[src/rtl/fetch_queue_if.sv]
// Fetch-to-decode bundle: redirect, instruction-memory read port and decode handshake.
// master = fetch_queue side, slave = memory/decode/branch environment.
interface fetch_queue_if #(
  parameter int DEPTH = 4
);
  localparam int CW = $clog2(DEPTH) + 1;

  logic          redirect;
  logic [31:0]   redirect_pc;
  logic          imem_req;
  logic [31:0]   imem_addr;
  logic [31:0]   imem_rdata;
  logic          inst_valid;
  logic          inst_ready;
  logic [31:0]   inst;
  logic [31:0]   inst_pc;
  logic [CW-1:0] count;

  modport master (
    input  redirect, redirect_pc, imem_rdata, inst_ready,
    output imem_req, imem_addr, inst_valid, inst, inst_pc, count
  );

  modport slave (
    output redirect, redirect_pc, imem_rdata, inst_ready,
    input  imem_req, imem_addr, inst_valid, inst, inst_pc, count
  );
endinterface

[src/rtl/fetch_queue.sv]
// Fetch PC + DEPTH-entry instruction queue; first inst_valid 2 cycles after issue, 1/cycle sustained.
// Requests are credit-limited by (count + inflight) so the queue never overflows; redirect flushes.
module fetch_queue #(
  parameter int          DEPTH    = 4,
  parameter logic [31:0] RESET_PC = 32'h0000_0000
) (
  input  logic          clk,
  input  logic          rst,
  fetch_queue_if.master bus
);
  localparam int AW = $clog2(DEPTH);
  localparam int CW = AW + 1;

  logic [31:0]   r_fetch_pc;
  logic [31:0]   r_inflight_pc;
  logic          r_inflight;
  logic          r_kill;
  logic [AW-1:0] r_rd_ptr;
  logic [AW-1:0] r_wr_ptr;
  logic [CW-1:0] r_count;
  logic [31:0]   r_q_inst [DEPTH];
  logic [31:0]   r_q_pc   [DEPTH];

  logic [CW:0]   w_credit;
  logic          w_issue;
  logic          w_push;
  logic          w_pop;

  // Credit uses registered state only, keeping inst_ready off the imem_req path.
  assign w_credit = {1'b0, r_count} + {{CW{1'b0}}, r_inflight};
  assign w_issue  = !rst && !bus.redirect && (w_credit < (CW+1)'(DEPTH));
  assign w_push   = r_inflight && !r_kill && !bus.redirect && (r_count < CW'(DEPTH));
  assign w_pop    = (r_count != '0) && bus.inst_ready && !bus.redirect;

  assign bus.imem_req   = w_issue;
  assign bus.imem_addr  = r_fetch_pc;
  assign bus.inst_valid = (r_count != '0);
  assign bus.inst       = r_q_inst[r_rd_ptr];
  assign bus.inst_pc    = r_q_pc[r_rd_ptr];
  assign bus.count      = r_count;

  always_ff @(posedge clk or posedge rst) begin
    if (rst) begin
      r_fetch_pc    <= RESET_PC;
      r_inflight_pc <= '0;
      r_inflight    <= 1'b0;
      r_kill        <= 1'b0;
      r_rd_ptr      <= '0;
      r_wr_ptr      <= '0;
      r_count       <= '0;
      for (int i = 0; i < DEPTH; i++) begin
        r_q_inst[i] <= '0;
        r_q_pc[i]   <= '0;
      end
    end else begin
      r_kill <= bus.redirect && r_inflight;
      if (bus.redirect) begin
        r_fetch_pc <= {bus.redirect_pc[31:2], 2'b00};
        r_inflight <= 1'b0;
        r_rd_ptr   <= '0;
        r_wr_ptr   <= '0;
        r_count    <= '0;
      end else begin
        if (w_issue) begin
          r_fetch_pc    <= r_fetch_pc + 32'd4;
          r_inflight_pc <= r_fetch_pc;
          r_inflight    <= 1'b1;
        end else begin
          r_inflight <= 1'b0;
        end
        if (w_push) begin
          r_q_inst[r_wr_ptr] <= bus.imem_rdata;
          r_q_pc[r_wr_ptr]   <= r_inflight_pc;
          r_wr_ptr           <= r_wr_ptr + 1'b1;
        end
        if (w_pop) begin
          r_rd_ptr <= r_rd_ptr + 1'b1;
        end
        r_count <= r_count + CW'(w_push) - CW'(w_pop);
      end
    end
  end
endmodule

[src/flat_wrapper.sv]
// flat-port wrapper written by rule: the top's interface ports become plain ports
module fetch_queue_flat 
#(
  parameter int          DEPTH    = 4,
  parameter logic [31:0] RESET_PC = 32'h0000_0000
)
  (clk, rst, bus_redirect, bus_redirect_pc, bus_imem_rdata, bus_inst_ready, bus_imem_req, bus_imem_addr, bus_inst_valid, bus_inst, bus_inst_pc, bus_count);
  fetch_queue_if #(.DEPTH(DEPTH)) bus_i ();
  input  logic clk;
  input  logic rst;
  input wire logic [$bits(bus_i.redirect)-1:0] bus_redirect;
  input wire logic [$bits(bus_i.redirect_pc)-1:0] bus_redirect_pc;
  input wire logic [$bits(bus_i.imem_rdata)-1:0] bus_imem_rdata;
  input wire logic [$bits(bus_i.inst_ready)-1:0] bus_inst_ready;
  output wire logic [$bits(bus_i.imem_req)-1:0] bus_imem_req;
  output wire logic [$bits(bus_i.imem_addr)-1:0] bus_imem_addr;
  output wire logic [$bits(bus_i.inst_valid)-1:0] bus_inst_valid;
  output wire logic [$bits(bus_i.inst)-1:0] bus_inst;
  output wire logic [$bits(bus_i.inst_pc)-1:0] bus_inst_pc;
  output wire logic [$bits(bus_i.count)-1:0] bus_count;
  assign bus_i.redirect = bus_redirect;
  assign bus_i.redirect_pc = bus_redirect_pc;
  assign bus_i.imem_rdata = bus_imem_rdata;
  assign bus_i.inst_ready = bus_inst_ready;
  assign bus_imem_req = bus_i.imem_req;
  assign bus_imem_addr = bus_i.imem_addr;
  assign bus_inst_valid = bus_i.inst_valid;
  assign bus_inst = bus_i.inst;
  assign bus_inst_pc = bus_i.inst_pc;
  assign bus_count = bus_i.count;
  fetch_queue #(.DEPTH(DEPTH), .RESET_PC(RESET_PC)) u_core (.clk(clk), .rst(rst), .bus(bus_i));
endmodule
[config.mk]
export PLATFORM = sky130hd
export DESIGN_NAME = fetch_queue_flat
export DESIGN_NICKNAME = d
export VERILOG_FILES = /design/src/rtl/fetch_queue_if.sv /design/src/rtl/fetch_queue.sv /design/src/flat_wrapper.sv
export SDC_FILE = /design/constraint.sdc
export NUM_CORES = 1
export LEC_CHECK = 0
export CAP_MARGIN = 0
export CORE_MARGIN = 2
export CORE_UTILIZATION = 40
export CTS_CLUSTER_SIZE = 8
export DETAILED_ROUTE_END_ITERATION = 10
export HOLD_SLACK_MARGIN = 0.03
export PLACE_DENSITY = 0.67
export SKIP_CTS_REPAIR_TIMING = 1
export SLEW_MARGIN = 20
export SYNTH_ARGS = -nofsm -noshare
export SYNTH_HDL_FRONTEND = slang
export SYNTH_SLANG_ARGS = --single-unit
[constraint.sdc]
create_clock -name clk -period 13.4 [get_ports clk]
set_input_delay 2.01 -clock clk [delete_from_list [all_inputs] [get_ports clk]]
set_output_delay 2.01 -clock clk [all_outputs]
set_load 0.05 [all_outputs]
# --- After elaboration in Yosys (flattened, before gate mapping) ---
# Index checks and enable logic that the tools add are counted.
totals:
  ff_bits: 329
  in_bits: 68
  output_inout_bits: 101
  wordCells: 66
op_classes:
  addsub: 6
  n_lt_le_gt_ge: 5
  n_mux: 19
  n_bitwise: 3
  n_reduce_logical: 18
ops:
  columns: ["cell", "n"]
  rows:
  - ["$bwmux 128", 2]
  - ["$mux 32", 7]
  - ["$bmux 32 s2", 2]
  - ["$demux 32 s2", 1]
  - ["$add 32x3->32 const B", 1]
  - ["$logic_and 1x1->1", 9]
  - ["$mux 2", 4]
  - ["$ge 3x3->1 const B", 2]
  - ["$not 2->3", 2]
  - ["$reduce_bool 2->1", 3]
  - ["$add 2x1->2 const B", 2]
  - ["$add 3x1->4", 1]
  - ["$lt 4x3->1 const B", 1]
  - ["$reduce_and 2->1", 2]
  - ["$add 3x1->3", 1]
  - ["$logic_not 1->1", 3]
  - ["$lt 3x1->1 const B", 1]
  - ["$lt 3x3->1 const B", 1]
  - ["$mux 3", 1]
  - ["$reduce_bool 3->1", 1]
  - ["$sub 3x1->3", 1]
  - ["$mux 1", 2]
  - ["$not 1->1", 1]

# --- Logic depth before layout (Yosys ltp) ---
logic_depth:
  ltp_word: 7
  ltp_mapped: 10
  depth_no_buf: 10

# --- Least setup slack after synthesis ---
# Ideal clock, no wire load.
synth_timing:
  path_type: "input -> register"
  start: "input rst"
  end: "register u_core.r_fetch_pc[5], in the netlist u_core.bus.imem_addr[5]"
  setup_time_ns: 0.102
  arrival_ns: 9.323
  required_time_ns: 13.298
  setup_slack_ns: 3.975
  cell_stages: 4
  path_buffers: 1
  cell_sequence: "clkbuf_1 > inv_1 > nand4_1 > nand3_1"
synth_via:
  elab_chain_len: 4
synth_rtl:
  columns: ["element", "line", "source"]
  rows:
  - ["start, declared", "flat_wrapper.sv:10", "input logic rst;"]
  - ["$logic_not 1->1", "fetch_queue.sv:31", "assign w_issue = !rst && !bus.redirect && (w_credit < (CW+1)'(DEPTH));"]
  - ["$logic_and 1x1->1 (2 in a row)", "fetch_queue.sv:31", null]
  - ["$reduce_bool 2->1 (no line)", null, null]
  - ["end signal, assigned", "fetch_queue.sv:58", "r_fetch_pc <= {bus.redirect_pc[31:2], 2'b00};"]
  - ["end signal, assigned", "fetch_queue.sv:65", "r_fetch_pc <= r_fetch_pc + 32'd4;"]
  - ["end, declared", "fetch_queue.sv:14", "logic [31:0] r_fetch_pc;"]
# No other way between the ends.
# A chain may end at the register's enable or synchronous reset.

# --- Worst setup path after layout ---
layout_timing:
  start: "input rst"
  end: "output bus_imem_req"
layout_via:
  elab_chain_len: 3
layout_rtl:
  columns: ["element", "line", "source"]
  rows:
  - ["$logic_not 1->1", "fetch_queue.sv:31", null]
  - ["$logic_and 1x1->1 (2 in a row)", "fetch_queue.sv:31", null]
  - ["end, declared", "flat_wrapper.sv:15", "output wire logic [$bits(bus_i.imem_req)-1:0] bus_imem_req;"]
# No other way between the ends.

==> flow_metrics.py <==
metrics = {
    "outcome": {
        "status": "finished clean",
    },
    "power_and_ir_drop": {
        "power_leakage_nw": 7.61,
        "seqPwrFrac_pct": 35.5,
        "p_clk_share_pct": 25.3,
        "p_sw_share_pct": 36.8,
        "vdd_drop_max_mv": 0.175,
        "pwr_density_cell_nw_per_um2": 227,
        "power.net_switching_mw": 1.46,
        "internal_power_mw": 2.51,
        "p_comb_share_pct": 39.2,
    },
    "timing": {
        "final.min_clock_period_ns": 6.76,
        "tightestPinTransition_ns": 1.08,
        "hold_viol": 0,
        "finalSetupViolCount": 0,
        "fmax_mhz": 148,
        "drv_slew": 0,
        "grt_setup_unrepaired": "no",
        "fin_skew_ns": 0.0284,
        "relSlewSlack_pct": 28.3,
        "fin_setup_tns_ns": 0,
        "min_period_over_period_pct": 50.4,
    },
    "hold_path": {
        "worstHoldPathType": "flip-flop to flip-flop",
        "hp-start": "u_core.r_q_pc[21]",
    },
    "cells_and_area": {
        "fillers": 3044,
        "fin_cells": 1586,
        "final_layout_size_suffix_gt1_share_pct": 37.2,
        "num_antenna_cells": 0,
        "final_nets": 1198,
        "syn_to_final_growth_pct": 22.9,
    },
    "clock_tree": {
        "cts_buffers": 45,
        "clk_latency_ns": 0.56,
        "clock-sinks": 317,
        "clk_pin_slew_worst_paths_ns": 0.05,
        "htreeDepth": 2,
        "cts_buffer_depth": 3,
        "cts_tree": "done",
        "cts-root-buf": "clkbuf_16",
    },
    "floorplan": {
        "dieArea_um2": 37200,
        "io_pins": 169,
        "start_util_pct": 40.4,
        "row_count": 69,
        "die_w_um": 193,
        "dieHeight_um": 193,
        "core_um2": 35300,
    },
    "run": {
        "cap_violations": 0,
    },
    "yosys": {
        "ys_seq_elements": 317,
        "syn_inst": 962,
        "netlist_top_cells_count": "dfrtp_1 (317), mux2_2 (278), mux4_2 (62)",
        "synth_edf_count": 0,
        "ys_seq_area_share_pct": 55.6,
        "yosysTopAreaCell": "dfrtp_1",
        "ys_types": 53,
        "synth_top_area_share_pct": 55.6,
        "synth.area.top_cells": "dfrtp_1 (56%), mux2_2 (22%), mux4_2 (9.8%), clkbuf_1 (1.1%), nand3_1 (0.98%)",
        "synth-main-ff-cell": "dfrtp_1",
        "synthArstFlopShare_pct": 100,
        "synth_warnings": 0,
        "synth.most_common_cell": "dfrtp_1",
        "netlist_area_um2": 14300,
        "syn_avg_cell_area_um2": 14.8,
    },
    "global_routing": {
        "antenna_found_initial": 0,
        "grt_max_degree": 131,
        "grt_overflow_total": 0,
        "grt_usage_pct": 17.9,
        "grt_pass1_vias": 9110,
        "grt_pass1_wl_um": 51300,
    },
    "place": {
        "dp_cells": 1535,
        "place.gp.congestion": 0.811,
        "port_buffers": 162,
        "dp_hpwl_um": 19100,
    },
    "routing": {
        "wl_per_cell_um": 20.5,
        "first_pass_iters": 4,
        "totalWireLength_um": 32600,
        "antenna_left": 0,
        "post-route-drc-count": 0,
        "num_vias": 8830,
        "drt_iter0_drc": 427,
        "via_per_inst": 5.57,
    },
    "worst_setup_path": {
        "path_max_fanout": 26,
        "cp.arrival_ns": 4.75,
        "crit_required_ns": 11.39,
        "worst_setup_path_start_kind": "input pin",
        "r2r-start": "u_core.bus.count[1]",
        "cp-end-kind": "primary output",
        "worstSetupPathType": "input pin to primary output",
        "reg2reg_slack_ns": 10.58,
        "critPathLaunch": "rst",
    },
}
==> metrics by stage <==
step	setup WS, ns	hold WS [ns]	util (%)	power, mW	cell area (um2)
2_1_floorplan	2.40	0.474	-	2.50	14300
3_3_place_gp	6.65	0.482	46.2	2.97	16300
3_5_place_dp	6.62	0.487	46.2	3.00	16300
4_1_cts	6.62	0.499	49.6	4.03	17500
5_1_grt	6.44	0.508	49.7	4.17	17500
6_report	6.64	0.496	49.7	3.97	17500
==> critical path: stages <==
cell,delay (ns)
clkdlybuf4s50_1,0.78
nor3_2,0.56
buf_4,0.49
clkdlybuf4s50_1,0.89
==> flip-flops by register name (all words and copies together), names as in the netlist <==
signal / cells
u_core.r_kill: 1
u_core.r_wr_ptr: 2
u_core.r_inflight_pc: 30
u_core.r_inflight: 1
u_core.bus.count: 3
u_core.r_rd_ptr: 2
u_core.bus.imem_addr: 30
u_core.r_q_pc: 120
u_core.r_q_inst: 128
==> cell type report <==
| type | instances | area [um2] | area share [%] |
|---|---|---|---|
| clock buffer | 49 | 1170 | 6.69 |
| tap | 461 | 577 | 3.29 |
| clock inverter | 2 | 36.3 | 0.207 |
| inverter | 12 | 52.6 | 0.300 |
| sequential | 317 | 7940 | 45.3 |
| multi-input combinational | 573 | 6060 | 34.6 |
| timing repair buffer | 172 | 1700 | 9.67 |
==> layout by cell type, fill, tap and decap left out, types with 3 or more instances in the layout <==
| master | netlist | layout |
|---|---|---|
| nor2b_1 | 8 | 8 |
| dfrtp_1 | 317 | 315 |
| nor2_1 | 26 | 26 |
| nor3_1 | 8 | 7 |
| clkbuf_16 | 0 | 46 |
| nand4_1 | 17 | 17 |
| or4_1 | 12 | 12 |
| o311ai_0 | 12 | 12 |
| a31oi_1 | 14 | 14 |
| buf_4 | 5 | 9 |
| inv_1 | 11 | 10 |
| clkdlybuf4s50_1 | 0 | 161 |
| nand2_1 | 26 | 22 |
| and3_1 | 4 | 4 |
| o31a_1 | 3 | 3 |
| nor4_1 | 6 | 6 |
| o31ai_1 | 16 | 16 |
| a22oi_1 | 4 | 4 |
| ha_1 | 8 | 8 |
| nand3_1 | 28 | 28 |
| or2_2 | 6 | 6 |
| conb_1 | 1 | 4 |
| mux4_2 | 62 | 62 |
| o21ai_0 | 5 | 5 |
| mux2_2 | 278 | 278 |
==> path summary, 6_finish.rpt <==
kind,end,cells past startpoint
min in group asynchronous,u_core.bus.imem_addr[8],2
min,u_core.r_q_pc[21],1
min reg2reg,u_core.r_q_pc[21],1
max reg2reg,u_core.r_inflight_pc[26],7
max in group asynchronous,u_core.r_q_inst[104],4
max,bus_imem_req,4
==> routing by layer <==
layer	global-route usage [%]	vias to the layer above	part of all wire (%)	wire (um)
met2	28.1	242	47	15200
li1	-	3943	-	-
met1	25.0	4610	46	14900
met4	5.37	0	1.5	502
met5	0	-	0	0
met3	3.84	35	5.7	1870
==> cell families after synthesis <==
kind of cell,count (synthesis),share of synthesized area (%)
AO/OA/AOI/OAI,63,3.30
adder cells (fa/ha/maj),9,0.842
buffers and inverters,75,2.44
flip-flops,317,55.6
multiplexers,340,31.7
other,1,0.0263
XOR/XNOR,3,0.184
AND/OR/NAND/NOR,154,5.89
==> power by group through the flow <==
| stage | registers, mW | logic [mW] | clock network [mW] |
|---|---|---|---|
| 6_report | 1.41 | 1.56 | 1.01 |
| 4_1_cts | 1.41 | 1.58 | 1.04 |
| 3_5_place_dp | 1.43 | 1.57 | 0 |
| 5_1_grt | 1.45 | 1.64 | 1.08 |
| 2_1_floorplan | 1.38 | 1.12 | 0 |
| 3_3_place_gp | 1.41 | 1.56 | 0 |
No activity file was read; power rests on OpenSTA's default activity.
